File: src/rtl/arb4_rr_ctrl_pkg.sv
// Shared definitions for the four-way round-robin arbiter: payload width,
// requester count, FSM state encoding and a one-hot grant helper.
package arb4_rr_ctrl_pkg;

  localparam int ARCH_WIDTH = 32;
  localparam int ARB_N_REQ  = 4;

  typedef enum logic {
    ARB_IDLE  = 1'b0,
    ARB_GRANT = 1'b1
  } arb_state_e;

  function automatic logic [ARB_N_REQ-1:0] arb_onehot(input logic [1:0] idx);
    return 4'b0001 << idx;
  endfunction

endpackage

File: src/rtl/arb4_rr_ctrl_pick.sv
// rr_pick4: combinational rotating-priority picker. Returns the first set
// request bit starting at ptr and wrapping modulo 4.
module rr_pick4
  import arb4_rr_ctrl_pkg::*;
(
  input  logic [ARB_N_REQ-1:0] req,
  input  logic [1:0]           ptr,
  output logic                 any,
  output logic [1:0]           idx
);

  logic [1:0] cand;

  // Walk from farthest to nearest so the candidate closest to ptr wins.
  always_comb begin
    any  = |req;
    idx  = 2'd0;
    cand = 2'd0;
    for (int k = ARB_N_REQ - 1; k >= 0; k--) begin
      cand = ptr + 2'(k);
      if (req[cand]) idx = cand;
    end
  end

endmodule

File: src/rtl/arb4_rr_ctrl.sv
// Round-robin arbiter owning the select of a shared 4:1 datapath mux.
// Optional forced-release timeout enabled by defining ARB_TIMEOUT_EN.
module arb4_rr_ctrl
  import arb4_rr_ctrl_pkg::*;
#(
  parameter int MAX_HOLD = 16
) (
  input  logic                  clk,
  input  logic                  rst_n,
  input  logic [ARB_N_REQ-1:0]  req,
  input  logic [ARB_N_REQ-1:0]  done,
  input  logic [ARCH_WIDTH-1:0] data_in0,
  input  logic [ARCH_WIDTH-1:0] data_in1,
  input  logic [ARCH_WIDTH-1:0] data_in2,
  input  logic [ARCH_WIDTH-1:0] data_in3,
  output logic [ARB_N_REQ-1:0]  gnt,
  output logic [1:0]            sel,
  output logic                  busy,
  output logic [ARCH_WIDTH-1:0] data_out,
  output logic                  data_valid,
  output logic                  timeout
);

  if (MAX_HOLD < 2) begin : g_bad_hold
    $error("arb4_rr_ctrl: MAX_HOLD must be >= 2");
  end

  arb_state_e           state_q, state_d;
  logic [ARB_N_REQ-1:0] gnt_q, gnt_d;
  logic [1:0]           sel_q, sel_d;
  logic [1:0]           ptr_q, ptr_d;
  logic                 pick_any;
  logic [1:0]           pick_idx;
  logic                 rel_normal;
  logic                 expire;

  rr_pick4 u_pick (
    .req (req),
    .ptr (ptr_q),
    .any (pick_any),
    .idx (pick_idx)
  );

  // Holder release: its own done pulse or withdrawn request; others' done bits are ignored.
  assign rel_normal = done[sel_q] | ~req[sel_q];

  always_comb begin
    state_d = state_q;
    gnt_d   = gnt_q;
    sel_d   = sel_q;
    ptr_d   = ptr_q;
    case (state_q)
      ARB_IDLE: begin
        if (pick_any) begin
          state_d = ARB_GRANT;
          sel_d   = pick_idx;
          gnt_d   = arb_onehot(pick_idx);
        end
      end
      ARB_GRANT: begin
        if (rel_normal || expire) begin
          state_d = ARB_IDLE;
          gnt_d   = '0;
          ptr_d   = sel_q + 2'd1;
        end
      end
      default: state_d = ARB_IDLE;
    endcase
  end

  always_ff @(posedge clk) begin
    if (!rst_n) begin
      state_q <= ARB_IDLE;
      gnt_q   <= '0;
      sel_q   <= 2'd0;
      ptr_q   <= 2'd0;
    end else begin
      state_q <= state_d;
      gnt_q   <= gnt_d;
      sel_q   <= sel_d;
      ptr_q   <= ptr_d;
    end
  end

`ifdef ARB_TIMEOUT_EN
  localparam int CNT_W = $clog2(MAX_HOLD);

  logic [CNT_W-1:0] hold_cnt_q, hold_cnt_d;
  logic             timeout_q, timeout_d;

  // Counter value equals GRANT cycles already completed by the holder.
  assign expire = (state_q == ARB_GRANT) && (hold_cnt_q == CNT_W'(MAX_HOLD - 1));

  always_comb begin
    hold_cnt_d = hold_cnt_q;
    timeout_d  = 1'b0;
    if (state_q == ARB_IDLE) begin
      hold_cnt_d = '0;
    end else if (!rel_normal) begin
      hold_cnt_d = hold_cnt_q + CNT_W'(1);
      timeout_d  = expire;
    end
  end

  always_ff @(posedge clk) begin
    if (!rst_n) begin
      hold_cnt_q <= '0;
      timeout_q  <= 1'b0;
    end else begin
      hold_cnt_q <= hold_cnt_d;
      timeout_q  <= timeout_d;
    end
  end

  assign timeout = timeout_q;
`else
  assign expire  = 1'b0;
  assign timeout = 1'b0;
`endif

  always_comb begin
    case (sel_q)
      2'd0:    data_out = data_in0;
      2'd1:    data_out = data_in1;
      2'd2:    data_out = data_in2;
      default: data_out = data_in3;
    endcase
  end

  assign gnt        = gnt_q;
  assign sel        = sel_q;
  assign busy       = (state_q == ARB_GRANT);
  assign data_valid = busy;

endmodule

File: config.mk
export PLATFORM = sky130hd
export DESIGN_NAME = arb4_rr_ctrl
export DESIGN_NICKNAME = d
export VERILOG_FILES = /design/src/rtl/arb4_rr_ctrl_pkg.sv /design/src/rtl/arb4_rr_ctrl_pick.sv /design/src/rtl/arb4_rr_ctrl.sv
export SDC_FILE = /design/constraint.sdc
export NUM_CORES = 1
export LEC_CHECK = 0
export ABC_AREA = 1
export CORE_ASPECT_RATIO = 0.6
export CORE_UTILIZATION = 29
export CTS_CLUSTER_SIZE = 16
export DETAILED_ROUTE_END_ITERATION = 12
export GPL_ROUTABILITY_DRIVEN = 0
export PLACE_DENSITY = 0.85
export SLEW_MARGIN = 30
export SYNTH_ARGS = -nofsm -noshare
export SYNTH_HDL_FRONTEND = slang
export SYNTH_SLANG_ARGS = --single-unit
File: constraint.sdc
create_clock -name clk -period 2.1 [get_ports clk]
set_input_delay 0.21 -clock clk [delete_from_list [all_inputs] [get_ports clk]]
set_output_delay 0.21 -clock clk [all_outputs]
set_load 0.02 [all_outputs]
# Word level (Yosys, flattened, before mapping)
# Cells that the tools add are included.
word_totals:
  inputBits: 138
  reg_bits: 9
  out_inout_bits: 41
  word_cells: 49
op_classes:
  n_addsub: 4
  n_bitwise: 3
  n_lt_le_gt_ge: 5
  reduce_logical: 5
  eq_ne: 4
  n_mux: 23
  n_shift: 1
ops:
  columns: ["operator", "count"]
  rows:
  - ["$pmux 32 s3", 1]
  - ["$lt 2x3->1 const B", 5]
  - ["$bmux 1 s2", 6]
  - ["$mux 1", 8]
  - ["$mux 2", 4]
  - ["$mux 4", 2]
  - ["$pmux 4 s2", 1]
  - ["$reduce_and 2->1", 3]
  - ["$add 2x1->2 const B", 2]
  - ["$add 2x2->2 const B", 2]
  - ["$reduce_or 4->1", 1]
  - ["$shl 1x2->4 const A", 1]
  - ["$eq 2x1->1 const B", 1]
  - ["$eq 2x2->1 const B", 1]
  - ["$logic_not 2->1", 1]
  - ["$ne 2x1->1 const B", 1]
  - ["$ne 2x2->1 const B", 1]
  - ["$not 1->1", 2]
  - ["$pmux 1 s2", 1]
  - ["$or 1x1->1", 1]

# Depth between registers and ports, before layout
logic_depth:
  depth_word: 10
  mapped_depth: 13
  ltp_nobuf: 13

# By module
# A second synthesis with hierarchy kept.
hier_totals:
  hier_cells: 251
  area_unflattened_um2: 1451.4
by_module_without_submodules:
  columns: ["mod", "area_per_inst_um2", "seq_area_each_um2", "cells_each", "n_inst"]
  rows:
  - ["arb4_rr_ctrl", 1262.5, 180.2, 205, 1]
  - ["rr_pick4", 188.9, 0.0, 46, 1]

# Worst setup path before layout
# No wires, ideal clock.
synth_path:
  kind: "flip-flop to output port"
  start: "register sel_q[0] (netlist: sel[0])"
  end: "output port data_out[19]"
  stages_incl_launch_ff: 7
  arrival_time_ns: 1.774
  slack_ns: 0.116
  path_buffers: 1
  required_ns: 1.890
  cell_sequence: "dfxtp_1 -> inv_1 -> ha_1 -> clkbuf_1 -> a22o_1 -> a21oi_1 -> o21ai_0"
synth_between:
  elab_chain_len: 2
  elab_cells_between_ends: 4
  classes_between: "eq/ne: 2; mux: 1; reduce/logical: 1"
synth_rtl:
  columns: ["element", "line", "rtl"]
  rows:
  - ["from (decl)", "arb4_rr_ctrl.sv:30", "logic [1:0] sel_q, sel_d;"]
  - ["from (signal assigned)", "arb4_rr_ctrl.sv:80", "sel_q <= sel_d;"]
  - ["$eq 2x2->1 (tied with other cells)", "arb4_rr_ctrl.sv:122", "case (sel_q)"]
  - ["$pmux 32 s3 *", "arb4_rr_ctrl.sv:122", null]
  - ["to (decl)", "arb4_rr_ctrl.sv:19", "output logic [ARCH_WIDTH-1:0] data_out,"]
# Every way passes the cells marked *; elsewhere a longest branch is shown, timed or not.

# Final worst setup path
layout_path:
  start: "register sel_q[0] (netlist: sel[0])"
  end: "output port data_out[26]"
# The elaborated chain is that of the path after synthesis.

==> metrics.csv <==
metric,value,unit
dpl.hpwl,5980,um
report.final.hold_viol_count,0,
internal_power,1.11,mW
dieHeight,57.8,um
antenna_found_initial,0,
clk_latency,0.24,ns
finalCriticalPeriod,2.02,ns
dpl_worst_slack,-0.0646,ns
slowest_stage,dfxtp_2,
wirelength,7570,um
crit_path_start_kind,register,
synth.area.top_cells,"a22o_1, nand2_1, a21oi_1, dfxtp_1, o21ai_0",
cp_top_family,buffers and inverters,
seqPwrFrac,11.1,%
leakagePower,1.36,nW
fmax,0.494,GHz
cpPeakStageDelay,0.36,ns
avgViaCountPerCell,5.09,
synth_area_leader_cell,a22o_1,
synth_top_area_share,18.6,%
core_area,0.00478,sq mm
drv_slew,0,
swShare,49.2,%
fin_area,0.00329,sq mm
fin_util,68.9,%
die_w,95.0,um
grt_pass1_vias,2274,
drive_above_1_share,13.3,%
clkPwrFrac,9.6,%
switchingPower,1.07,mW
htreeDepth,1,
wire_per_inst,15.4,um
first_pass_iters,4,
fin_crit_sh,96.3,%
status,"complete, no violations",
dp.cells,487,
grt_pass1_wl,11300,um
finClkSkew,0.00133,ns
ir_drop,0.000701,V
postCtsSetupBuffers,0,
postPlaceCellArea,0.00337,sq mm
crit_buf_inv,3,
synth_area_per_cell,5.83,sq um
endpoint_kind,primary output,
clock-root-buffer,clkbuf_8,
yosys_warnings,0,
rows,19,
tritoncts,built,
crit_start,sel[0],
nets,571,
synth.distinct_cells,23,
via_count,2501,
fillerInstances,425,
antenna_cells,0,
worst_slack,0.0770,ns
cap_violations,0,
ant_nets,0,
syn-cell-area,0.00150,sq mm
layout.cells.non_filler,491,
cp_data_arrival_time,1.81,ns
path_class,reg2out,
ys_seq_area_share,12.0,%
grt_max_degree,65,
rr_startpoint,ptr_q[0],
pin_count,179,
hp-start,gnt[1],
crit_required,1.89,ns
area_growth,119,%
cts.path.max_buffers,2,
dieArea,0.00549,sq mm
route.detailed.drc,0,
cp_cell_sequence,inv_1 > ha_1 > buf_12 > a22o_1 > a21oi_1 > o21ai_0 > clkdlybuf4s15_1,
path_clk_slew,0.05,ns
clock-sinks,9,
synthCells,258,
syn_nets,400,
drt_iter0_drc,106,
cts_buffers,3,
grt_usage,26.4,%
initial_core_util,31.5,%
gr-total-overflow,0,
combinationalPowerShare,79.3,%
hold_path_class,reg2reg,
portBuffers,177,
powerDensity,661,mW/mm^2
setup_viol,0,
yosys_register_bits,9,
critPathMaxFanout,32,
rsz0062_at_grt,no,
layout by cell type, fill, tap and decap left out, types with 9 or more instances in the layout:
cell / Yosys / final
a22o_1: 32 / 32
inv_1: 11 / 11
a21oi_1: 42 / 42
clkdlybuf4s50_1: 0 / 145
clkbuf_2: 0 / 24
o21ai_0: 36 / 35
nand3_1: 9 / 9
nand2_1: 68 / 68
layer usage:
| metal | vias up | track usage, % | wire (um) |
|---|---|---|---|
| li1 | 1249 | - | - |
| met1 | 1099 | 33.5 | 3220 |
| met2 | 139 | 44.7 | 3450 |
| met3 | 14 | 6.82 | 752 |
| met4 | 0 | 7.14 | 143 |
| met5 | - | 0 | 0 |
area by class of cell:
type	count	area [sq um]	area share (%)
repair buffers	185	1740	53.0
flip-flops and latches	9	183	5.55
well taps	63	78.8	2.39
clock buffers	3	41.3	1.25
inverters	15	56.3	1.71
clock inverters	1	5.00	0.152
multi-input cells	215	1180	36.0
cells in the mapped netlist:
master and n:
nand3_1 9, buf_1 3, nor2_1 7, o31ai_2 1
nor4_4 1, ha_1 4, a211oi_1 1, inv_1 11
nand3_2 2, nand2_2 7, dfxtp_1 9, nand2_1 68
clkbuf_1 13, a21boi_1 1, o21ai_0 36, buf_4 2
conb_1 1, inv_2 4, o21ai_1 1, a22o_1 32
nand4_1 2, buf_6 1, a21oi_1 42
power by group through the flow:
| stage | logic [mW] | registers, mW | clock network, mW |
|---|---|---|---|
| after floorplan | 0.942 | 0.263 | 0 |
| after global routing | 1.85 | 0.248 | 0.225 |
| after global placement | 1.87 | 0.241 | 0 |
| final | 1.73 | 0.243 | 0.209 |
| after detailed placement | 1.89 | 0.243 | 0 |
| after CTS | 1.76 | 0.242 | 0.215 |
stage by stage:
step | hold WS [ns] | power, mW | setup TNS [ns]
after floorplan | 0.308 | 1.20 | 0
final | 0.471 | 2.18 | 0
after global routing | 0.496 | 2.32 | 0
after global placement | 0.456 | 2.11 | -0.106
after CTS | 0.472 | 2.21 | 0
after detailed placement | 0.462 | 2.13 | -0.175
worst register-to-register path: stages, from the launching register on:
cell and delay, ns:
dfxtp_1 0.56, inv_2 0.17, nand2_1 0.11, nand2_2 0.07, nand2_2 0.09, nand2_1 0.06
inv_1 0.06, nand3_2 0.08, nand2_2 0.10, nand2_2 0.07, nand2_1 0.05, o21ai_1 0.06
nand2_1 0.07, inv_1 0.04
cells by family after synthesis:
group                      Yosys count  share of synthesized area [%]
AOI/OAI and AO/OA                  114                           46.8
adders and majority gates            4                           3.33
buffers and inverters               34                           9.48
DFF                                  9                           12.0
other                                1                          0.249
and+or+nand+nor                     96                           28.2
path summary, 6_finish.rpt:
path	endpoint	slack, ns	cells after the start
hold / removal	gnt[1]	0.47	2
setup reg to reg	sel[0]	0.40	13
setup / recovery	data_out[26]	0.08	7
hold reg to reg	gnt[1]	0.47	2
sequential cells by signal, summed over array words and instances (netlist names):
name   flops
ptr_q      2
sel        2
gnt        4
busy       1
repair_timing:
item                                    in CTS  in global routing
hold endpoints to repair                     0                  0
endpoints found under the setup margin      32                 32
resized for setup                           45                 79
hold buffers                                 0                  0
Power figures use the tool's default switching activity.
